### config.mk
export PLATFORM = sky130hd
export DESIGN_NAME = control_sequencer
export DESIGN_NICKNAME = d
export VERILOG_FILES = /design/src/rtl/control_sequencer.sv
export SDC_FILE = /design/constraint.sdc
export NUM_CORES = 1
export LEC_CHECK = 0
export CAP_MARGIN = 15
export CORE_MARGIN = 2
export CORE_UTILIZATION = 43
export DETAILED_ROUTE_END_ITERATION = 6
export PLACE_DENSITY = 0.79
export SLEW_MARGIN = 10
export SYNTH_ARGS = -nofsm -noshare
export SYNTH_HDL_FRONTEND = slang
export SYNTH_SLANG_ARGS = --single-unit
### constraint.sdc
create_clock -name clk -period 2.2 [get_ports clk]
set_input_delay 0.44 -clock clk [delete_from_list [all_inputs] [get_ports clk]]
set_output_delay 0.44 -clock clk [all_outputs]
set_load 0.03 [all_outputs]
### src/rtl/control_sequencer.sv
// Microstep sequencer for an 8-bit bus machine: counts T0..T4 and decodes the
// active-low control word from the current step and the IR opcode nibble.
module control_sequencer #(
    parameter bit EARLY_END = 1'b1
) (
    input  logic       clk,
    input  logic       reset,
    input  logic       run,
    input  logic [3:0] ir_opcode,
    output logic [2:0] step,
    output logic       halted,
    output logic       pc_count,
    output logic       pc_load_n,
    output logic       pc_bus_enable_n,
    output logic       ram_load_mar_reg_n,
    output logic       ram_bus_enable_n,
    output logic       ram_write_enable_n,
    output logic       ir_load_n,
    output logic       ir_bus_enable_n,
    output logic       reg_a_load_n,
    output logic       reg_a_bus_enable_n,
    output logic       reg_b_load_n,
    output logic       alu_enable_n,
    output logic       alu_subtract,
    output logic       out_load_n
);

    typedef enum logic [2:0] {T0, T1, T2, T3, T4} step_t;

    localparam logic [3:0] OP_LDA = 4'b0001;
    localparam logic [3:0] OP_ADD = 4'b0010;
    localparam logic [3:0] OP_SUB = 4'b0011;
    localparam logic [3:0] OP_STA = 4'b0100;
    localparam logic [3:0] OP_LDI = 4'b0101;
    localparam logic [3:0] OP_JMP = 4'b0110;
    localparam logic [3:0] OP_OUT = 4'b1110;
    localparam logic [3:0] OP_HLT = 4'b1111;

    step_t step_q;

    // Last microstep that does useful work for each opcode; fetch-only opcodes end at T1.
    function automatic step_t last_step(input logic [3:0] op);
        case (op)
            OP_LDA, OP_STA:         last_step = T3;
            OP_ADD, OP_SUB:         last_step = T4;
            OP_LDI, OP_JMP, OP_OUT,
            OP_HLT:                 last_step = T2;
            default:                last_step = T1;
        endcase
    endfunction

    always_ff @(posedge clk or posedge reset) begin
        if (reset) begin
            step_q <= T0;
            halted <= 1'b0;
        end else if (run && !halted) begin
            if (step_q == T2 && ir_opcode == OP_HLT) begin
                halted <= 1'b1;
            end else if (step_q == T4 || (EARLY_END && step_q == last_step(ir_opcode))) begin
                step_q <= T0;
            end else begin
                step_q <= step_t'(3'(step_q + 3'd1));
            end
        end
    end

    assign step = step_q;

    // Reset is folded into the gate so the control word drops the instant reset rises.
    always_comb begin
        pc_count           = 1'b0;
        pc_load_n          = 1'b1;
        pc_bus_enable_n    = 1'b1;
        ram_load_mar_reg_n = 1'b1;
        ram_bus_enable_n   = 1'b1;
        ram_write_enable_n = 1'b1;
        ir_load_n          = 1'b1;
        ir_bus_enable_n    = 1'b1;
        reg_a_load_n       = 1'b1;
        reg_a_bus_enable_n = 1'b1;
        reg_b_load_n       = 1'b1;
        alu_enable_n       = 1'b1;
        alu_subtract       = 1'b0;
        out_load_n         = 1'b1;
        if (!reset && run && !halted) begin
            case (step_q)
                T0: begin
                    pc_bus_enable_n    = 1'b0;
                    ram_load_mar_reg_n = 1'b0;
                end
                T1: begin
                    ram_bus_enable_n = 1'b0;
                    ir_load_n        = 1'b0;
                    pc_count         = 1'b1;
                end
                T2: begin
                    case (ir_opcode)
                        OP_LDA, OP_ADD, OP_SUB, OP_STA: begin
                            ir_bus_enable_n    = 1'b0;
                            ram_load_mar_reg_n = 1'b0;
                        end
                        OP_LDI: begin
                            ir_bus_enable_n = 1'b0;
                            reg_a_load_n    = 1'b0;
                        end
                        OP_JMP: begin
                            ir_bus_enable_n = 1'b0;
                            pc_load_n       = 1'b0;
                        end
                        OP_OUT: begin
                            reg_a_bus_enable_n = 1'b0;
                            out_load_n         = 1'b0;
                        end
                        default: ;
                    endcase
                end
                T3: begin
                    case (ir_opcode)
                        OP_LDA: begin
                            ram_bus_enable_n = 1'b0;
                            reg_a_load_n     = 1'b0;
                        end
                        OP_ADD, OP_SUB: begin
                            ram_bus_enable_n = 1'b0;
                            reg_b_load_n     = 1'b0;
                        end
                        OP_STA: begin
                            reg_a_bus_enable_n = 1'b0;
                            ram_write_enable_n = 1'b0;
                        end
                        default: ;
                    endcase
                end
                T4: begin
                    if (ir_opcode == OP_ADD || ir_opcode == OP_SUB) begin
                        alu_enable_n = 1'b0;
                        reg_a_load_n = 1'b0;
                        alu_subtract = (ir_opcode == OP_SUB);
                    end
                end
                default: ;
            endcase
        end
    end

endmodule

## Yosys cells after proc, flatten, opt, wreduce, memory -nomap -nowiden

Memories as Yosys holds them, arrays and structs flattened.
Index checks and enable logic that the tools add are counted.

| storage, ports and cells | value |
|---|---|
| bits in registers | 4 |
| latch bits | 0 |
| memory bits (writable) | 0 |
| memory bits (read-only) | 48 |
| output and inout port bits | 18 |
| word-level logic and storage cells | 75 |
| memories | 1 |

Memories:

| memory | depth | bits a word | read ports | clocked after memory_dff | write ports | RTL line | text |
|---|---|---|---|---|---|---|---|
| (name not given) | 16 | 3 | 1 | 0 | 0 | 43 | `case (op)` |

| cells by class | value |
|---|---|
| add/sub/neg operators | 1 |
| multipliers | 0 |
| div/mod/pow operators | 0 |
| order comparisons | 0 |
| equal/unequal tests | 13 |
| shift-type cells | 0 |
| mux-type cells | 42 |
| bitwise operators | 1 |
| reduce and logical (&&, ||, !) cells | 15 |

Operator list:

| kind | number |
|---|---|
| two-way mux 1 bit | 35 |
| equality test 4 x 3 -> 1 bit, second input constant | 3 |
| two-way mux 3 bit | 3 |
| equality test 4 x 2 -> 1 bit, second input constant | 2 |
| equality test 4 bit, second input constant | 2 |
| equality test 3 x 2 -> 1 bit, second input constant | 2 |
| one-hot mux 1 bit (2 select lines) | 3 |
| OR reduction 6 bit | 1 |
| equality test 4 x 1 -> 1 bit, second input constant | 1 |
| logical AND 1 bit | 4 |
| AND reduction 2 bit | 2 |
| OR reduction 4 bit | 1 |
| adder 3 x 1 -> 3 bit, second input constant | 1 |
| equality test 3 x 1 -> 1 bit, second input constant | 1 |
| equality test 3 bit | 1 |
| equality test 3 bit, second input constant | 1 |
| logical NOT 3 bit | 1 |
| one-hot mux 1 bit (3 select lines) | 1 |
| OR reduction 3 bit | 1 |
| logical NOT 1 bit | 2 |
| logical OR 1 bit | 2 |
| OR reduction 2 bit | 1 |
| NOT 1 bit | 1 |

## Longest topological paths before layout

Gate-level depths: netlist (run 1).

| depth | value |
|---|---|
| word-level depth | 7 |
| mapped depth | 8 |
| gate-level depth less buffers | 7 |

## Least setup slack after synthesis (run 1)

OpenSTA, ideal clock, no wires.

| path | value |
|---|---|
| path type | flip-flop to output port |
| start | reg step_q[0], in the netlist step[0] |
| end | out alu_subtract |
| arrival time | 2004 ps |
| path slack | -244 ps |
| cell stages (with the launch flop) | 5 |
| path through | dfrtp_1 inv_1 ha_1 nand2_1 nor4_1 |

| between the ends | value |
|---|---|
| cells in the longest elaborated chain, start to end | 3 |

Ends and longest elaborated chain:

| item | RTL line | text |
|---|---|---|
| from (decl) | 39 | `step_t step_q;` |
| from (signal assigned) | 62 | `step_q <= step_t'(3'(step_q + 3'd1));` |
| equality test 3 bit | 86 | `case (step_q)` |
| two-way mux 1 bit | 86 |  |
| two-way mux 1 bit | 85 | `if (!reset && run && !halted) begin` |
| to (decl) | 24 | `output logic alu_subtract,` |

Every way passes these cells.

## Final worst setup path (run 1)

| path | value |
|---|---|
| start | in ir_opcode[3] |
| end | out reg_a_load_n |

| between the ends | value |
|---|---|
| cells in the longest elaborated chain, start to end | 5 |

Ends and longest elaborated chain:

| item | RTL line | text |
|---|---|---|
| from (decl) | 9 | `input logic [3:0] ir_opcode,` |
| equality test 4 x 2 -> 1 bit | 135 | `if (ir_opcode == OP_ADD \|\| ir_opcode == OP_SUB) begin` |
| logical OR 1 bit | 135 |  |
| two-way mux 1 bit | 135 |  |
| one-hot mux 1 bit (3 select lines) (*) | 86 |  |
| two-way mux 1 bit (*) | 85 |  |
| to (decl) | 20 | `output logic reg_a_load_n,` |

Every way passes the cells marked *; elsewhere a longest branch is shown, timed or not.

==> results.py, run 1 <==
metrics = {
    "run_status": {
        "status": "finished, violations left",
        "violations": "setup timing",
    },
    "setup_path": {
        "max_stage_delay_ps": 290,
        "crit_path_max_fanout": 6,
        "critPathRequiredTime_ps": 1760,
        "critPathSlowestCell": "dlygate4sd2_1",
        "critical_path_class": "input port to primary output",
        "critPathLaunchType": "input port",
        "crit_path_frequent_cell": "nand3_1",
        "arrival_ps": 1780,
        "worstPathCellList": "dlygate4sd2_1, buf_4, nor2_1, o21a_4, nand3_1, o21ai_1, nand3_1, buf_6",
        "endpoint_kind": "primary output",
    },
    "yosys": {
        "ys_ff_latch": 4,
        "synth_cells": 92,
        "synthTopCellsByCount": "nand2_1, ha_1, inv_1, nand2b_1, nor2_1",
        "syn_area_per_cell_um2": 7.41,
        "syn_area_um2": 682,
        "ys.flop_type": "dfrtp_1",
        "synth_nets": 108,
        "synth_top_area_cell": "ha_1",
        "synth.distinct_cells": 36,
        "netlist_top_cells_area": "ha_1, dfrtp_1, nand2b_1, nand2_1, nand3_1",
        "async_flop_share_pct": 100,
        "yosys.area.top_type_share_pct": 16.5,
        "synth_edf_count": 0,
        "synth_warnings": 0,
        "yosysMostFrequentCell": "nand2_1",
        "synth.yosys.seq_area_share_pct": 14.7,
    },
    "final_layout": {
        "multi_input_area_um2": 621,
        "antennaDiodeCount": 0,
        "n_fill_cell": 85,
        "fin_util_pct": 87.8,
        "seqCellArea_um2": 103,
        "drive_gt1_share_pct": 53.8,
        "area_growth_pct": 91.7,
        "nNetsFinal": 173,
    },
    "floorplan": {
        "ios": 25,
        "num_rows": 14,
        "fp.dieArea_mm2": 0.00192,
        "die_x_um": 43.8,
        "die_h_um": 43.8,
        "core-area_mm2": 0.00149,
        "start_util_pct": 45.8,
    },
    "timing": {
        "period_minus_slack_ps": 2220,
        "tightest_slew_ps": 334,
        "fmax_mhz": 451,
        "setup_viol": 1,
        "max-slew-margin-rel_pct": 77.7,
        "rsz0062_at_grt": "true",
        "whs_ps": 518,
        "setup_ws_ps": -16.7,
        "maxSlewViolCount": 0,
        "hold_viol": 0,
        "fin_crit_sh_pct": 101,
        "setup_tns_ps": -16.7,
        "clock_skew_ps": 2.79,
    },
    "clock_tree": {
        "cts_tree": "done",
        "clk_latency_ps": 250,
        "numCtsBuffers": 3,
        "cts_buffer_depth": 2,
        "h-tree-depth": 1,
        "clock-sinks": 4,
        "path_clk_slew_ps": 40,
        "hold_buffers": 0,
        "clockRootBuffer": "clkbuf_4",
    },
    "routing": {
        "vias": 969,
        "wl_um": 2950,
        "viasPerCell": 5.63,
        "drcViolationCount": 0,
        "drt.antenna.violating_nets": 0,
        "wl_per_cell_um": 17.1,
        "first_iter_violations": 36,
        "drtPass1Iterations": 4,
    },
    "global_route": {
        "grt_max_degree": 8,
        "grt_util_all_layers_pct": 27.1,
        "grt_pass1_vias": 918,
        "grt_antenna_before_repair": 0,
        "grt_pass1_wl_um": 3930,
        "gr-total-overflow": 0,
    },
    "placed_design": {
        "place_congestion": 0.858,
        "hpwl_um": 1790,
        "port_buffers": 24,
    },
    "power": {
        "ir_drop_uv": 865,
        "power_density_mw_per_mm2": 988,
        "p_leak_nw": 0.593,
    },
    "hold_path": {
        "hp-class": "flip-flop to flip-flop",
    },
    "run": {
        "maxCapViolCount": 0,
    },
}
## flip-flops by register name (all words and copies together), names as in the netlist
register,count
halted,1
step,3
## final timing paths
kind | from | to | slack (ps) | cells past startpoint
worst max-delay path | ir_opcode[3] | reg_a_load_n | -20 | 8
max in group asynchronous | reset | step[1]$_DFFE_PP0P_ | 1510 | 3
worst max register to register | step[1]$_DFFE_PP0P_ | step[0]$_DFFE_PP0P_ | 280 | 7
worst min register to register | halted$_DFFE_PP0P_ | halted$_DFFE_PP0P_ | 520 | 1
min in group asynchronous | reset | step[2]$_DFFE_PP0P_ | 580 | 3
worst min-delay path | halted$_DFFE_PP0P_ | halted$_DFFE_PP0P_ | 520 | 1
## layout by cell type, fill, tap and decap left out, types with 2 or more instances in the layout
cell and instances:
ha_2 2, nand4_1 2, xnor2_1 2, clkdlybuf4s50_1 5, buf_2 5, dfrtp_2 2, nand2_1 9, inv_1 4
a22o_1 2, nand3_1 6, buf_6 5, dlygate4sd2_1 4, o211ai_1 2, and2_1 2, a21oi_1 2, buf_4 44
ha_1 3, a311oi_1 2, inv_2 4, dfrtp_1 2, nand2b_1 6, clkbuf_4 3, nor2_1 7, ha_4 4
## worst max-delay path: cells and delay by family
kind / cells / cell delay, ps
buf+inv: 3 / 620
compound gates: 2 / 300
simple gates: 3 / 400
## cell type report
| type | count | area share (%) |
|---|---|---|
| Multi-Input combinational cell | 75 | 47.5 |
| Clock buffer | 4 | 2.01 |
| Tap cell | 16 | 1.53 |
| Inverter | 9 | 2.78 |
| Sequential cell | 4 | 7.85 |
| Timing Repair Buffer | 64 | 38.4 |
## where the power goes
part / leakage (nW) / switching, W / internal [W]
Sequential: 0.0481 / 0.0000475 / 0.000110
Clock: 0.0150 / 0.0000393 / 0.0000687
Combinational: 0.530 / 0.000504 / 0.000522
Total: 0.593 / 0.000591 / 0.000701
## layer usage
metal	GRT usage, %	share of wire (%)	routed length, µm
met1	35.4	43	1250
met2	44.7	53	1560
met4	5.45	0	0
met3	7.50	4.6	137
met5	0	0	0
## cells by family (layout without fill, tap and decap cells)
| family | after synthesis | count (layout) | synth area share, % |
|---|---|---|---|
| compound gates | 19 | 19 | 21.3 |
| xor+xnor | 2 | 2 | 2.57 |
| mux | 1 | 1 | 2.20 |
| simple gates | 44 | 44 | 33.6 |
| buf+inv | 13 | 77 | 9.18 |
| flops | 4 | 4 | 14.7 |
| fa+ha+maj | 9 | 9 | 16.5 |
## metrics by stage
stage,total power (W),instances,area (µm²),setup slack [ps]
final,0.00129,172,1310,-16.7
after global routing,0.00136,172,1310,-124
after CTS,0.00110,168,1230,-47.4
after detailed placement,0.000951,164,1170,-507
after global placement,0.000930,164,1170,-431
after floorplan,0.000574,92,689,43.6
## what timing repair did
item                                    in CTS  in global routing
hold endpoints to repair                     0                  0
setup buffers                                0                  4
endpoints found under the setup margin      14                  5
resized for setup                           40                 22
pin swaps                                    3                  5
Power figures use the tool's default switching activity.
==> inputs of run 2 (changes only) <==
--- a/config.mk
+++ b/config.mk
@@ -9,7 +9,7 @@
 export CORE_MARGIN = 2
 export CORE_UTILIZATION = 43
 export DETAILED_ROUTE_END_ITERATION = 6
-export PLACE_DENSITY = 0.79
+export PLACE_DENSITY = 0.75
 export SLEW_MARGIN = 10
 export SYNTH_ARGS = -nofsm -noshare
 export SYNTH_HDL_FRONTEND = slang
==> run 2 against run 1 <==
Worst hold slack improved by 42 ps. Die area is the same. Count of clock-buffer cells in the layout unchanged. The flow still finishes with violations (setup timing). Non-clock buffer count is 1 lower. Critical endpoint is now ir_bus_enable_n. Clock skew fell by 1.5 ps. Sequential power decreased by 3%. Wire length rose by 6.1%.
==> results.py, run 2 (synthesis gave the netlist of run 1 again) <==
metrics = {
    "run": {
        "maxCapViolCount": 0,
    },
    "clock_tree": {
        "clk_latency_ps": 250,
        "clock-sinks": 4,
        "hold_buffers": 0,
        "numCtsBuffers": 3,
        "path_clk_slew_ps": 40,
        "clockRootBuffer": "clkbuf_4",
        "cts_tree": "done",
        "cts_buffer_depth": 2,
        "h-tree-depth": 1,
    },
    "setup_path": {
        "critPathRequiredTime_ps": 1760,
        "critical_path_class": "input port to primary output",
        "crit_path_max_fanout": 6,
        "critPathLaunchType": "input port",
        "endpoint_kind": "primary output",
        "arrival_ps": 1800,
    },
    "timing": {
        "maxSlewViolCount": 0,
        "fmax_mhz": 446,
        "max-slew-margin-rel_pct": 74.2,
        "period_minus_slack_ps": 2240,
        "setup_ws_ps": -43.2,
        "clock_skew_ps": 1.26,
        "setup_viol": 1,
        "whs_ps": 560,
        "fin_crit_sh_pct": 102,
        "tightest_slew_ps": 384,
        "hold_viol": 0,
        "rsz0062_at_grt": "true",
    },
    "final_layout": {
        "nNetsFinal": 172,
        "layout_common_cells": "buf_4, nand2_1, nand2b_1, nand3_1",
        "fin_util_pct": 88.2,
        "largest_reg_flops": 3,
        "n_fill_cell": 85,
        "antennaDiodeCount": 0,
        "area_growth_pct": 92.5,
        "drive_gt1_share_pct": 54.8,
        "final_common_cell": "buf_4",
    },
    "run_status": {
        "status": "finished, violations left",
        "violations": "setup timing",
    },
    "placed_design": {
        "hpwl_um": 1770,
        "place_congestion": 0.854,
        "port_buffers": 24,
        "dp_slack_ps": -561,
    },
    "floorplan": {
        "die_h_um": 43.8,
        "num_rows": 14,
        "start_util_pct": 45.8,
        "ios": 25,
        "die_x_um": 43.8,
        "fp.dieArea_mm2": 0.00192,
        "core-area_mm2": 0.00149,
    },
    "global_route": {
        "grt_use_met2_pct": 46.8,
        "top_usage_layer": "met2",
        "grt_max_degree": 8,
        "grt_pass1_wl_um": 3860,
        "gr-total-overflow": 0,
        "grt_antenna_before_repair": 0,
        "grtUsageMet1_pct": 34.0,
        "grt_util_all_layers_pct": 27.7,
        "grtUsageMet3_pct": 5.00,
        "grt_pass1_vias": 890,
    },
    "routing": {
        "wl_um": 3130,
        "drtPass1Iterations": 4,
        "drcViolationCount": 0,
        "first_iter_violations": 31,
        "viasPerCell": 5.70,
        "vias": 974,
        "wl_per_cell_um": 18.3,
        "drt.antenna.violating_nets": 0,
    },
    "hold_path": {
        "hp-class": "input port to async pin",
    },
    "power": {
        "p_leak_nw": 0.608,
        "power_density_mw_per_mm2": 975,
        "ir_drop_uv": 1040,
    },
}
run 2: cell count changes in the layout (fill, tap and decap cells not counted), moves of 2 or more:
| cell | change |
|---|---|
| dlygate4sd2_1 | -4 |
| nor2b_4 | +2 |
| nor2_1 | -2 |
| clkbuf_2 | +2 |
| nor2_2 | +2 |
run 2: metrics by stage:
| stage | TNS, ps | instances | total power, W | cell area [µm²] |
|---|---|---|---|---|
| 6_report | -43.2 | 171 | 0.00128 | 1310 |
| 5_1_grt | -180 | 171 | 0.00135 | 1310 |
| 4_1_cts | -34.7 | 168 | 0.00111 | 1240 |
| 2_1_floorplan | 0 | 92 | 0.000574 | 689 |
| 3_5_place_dp | -4970 | 163 | 0.000945 | 1160 |
| 3_3_place_gp | -4260 | 163 | 0.000931 | 1160 |
run 2: path summary, 6_finish.rpt:
kind	slack, ps	depth (start not counted)	end	startpoint
max in group asynchronous	1520	3	step[0]$_DFFE_PP0P_	reset
worst max-delay path	-40	6	ir_bus_enable_n	reset
worst min register to register	570	1	halted$_DFFE_PP0P_	halted$_DFFE_PP0P_
min in group clk	570	1	halted$_DFFE_PP0P_	halted$_DFFE_PP0P_
worst max register to register	280	7	step[0]$_DFFE_PP0P_	step[1]$_DFFE_PP0P_
worst min-delay path	560	3	halted$_DFFE_PP0P_	reset
run 2: cell type report:
type | instances | area (µm²) | share of cell area, %
Inverter | 9 | 36.3 | 2.76
Timing Repair Buffer | 63 | 493 | 37.6
Sequential cell | 4 | 101 | 7.72
Tap cell | 16 | 20.0 | 1.53
Multi-Input combinational cell | 75 | 636 | 48.4
Clock buffer | 4 | 26.3 | 2.00
run 2: layer usage:
| metal | routed length [µm] | vias up |
|---|---|---|
| li1 | - | 452 |
| met5 | 0 | - |
| met2 | 1630 | 44 |
| met1 | 1190 | 461 |
| met3 | 160 | 17 |
| met4 | 151 | 0 |
run 2: critical path, stage by stage:
cell and delay [ps]:
clkdlybuf4s50_1 430, inv_1 120, nand2b_4 90, a311oi_1 390
nand2_1 140, buf_2 200
run 2: timing repair:
item	4_1_cts	5_1_grt
setup endpoints to repair	14	9
setup buffers	1	3
pin swaps	3	6
gates resized for setup	39	31
run 2: power by group:
group / switching [W] / internal, W / total (W)
clock network: 0.0000403 / 0.0000687 / 0.000109
logic: 0.000501 / 0.000518 / 0.00102
registers: 0.0000449 / 0.000108 / 0.000153
total: 0.000586 / 0.000695 / 0.00128
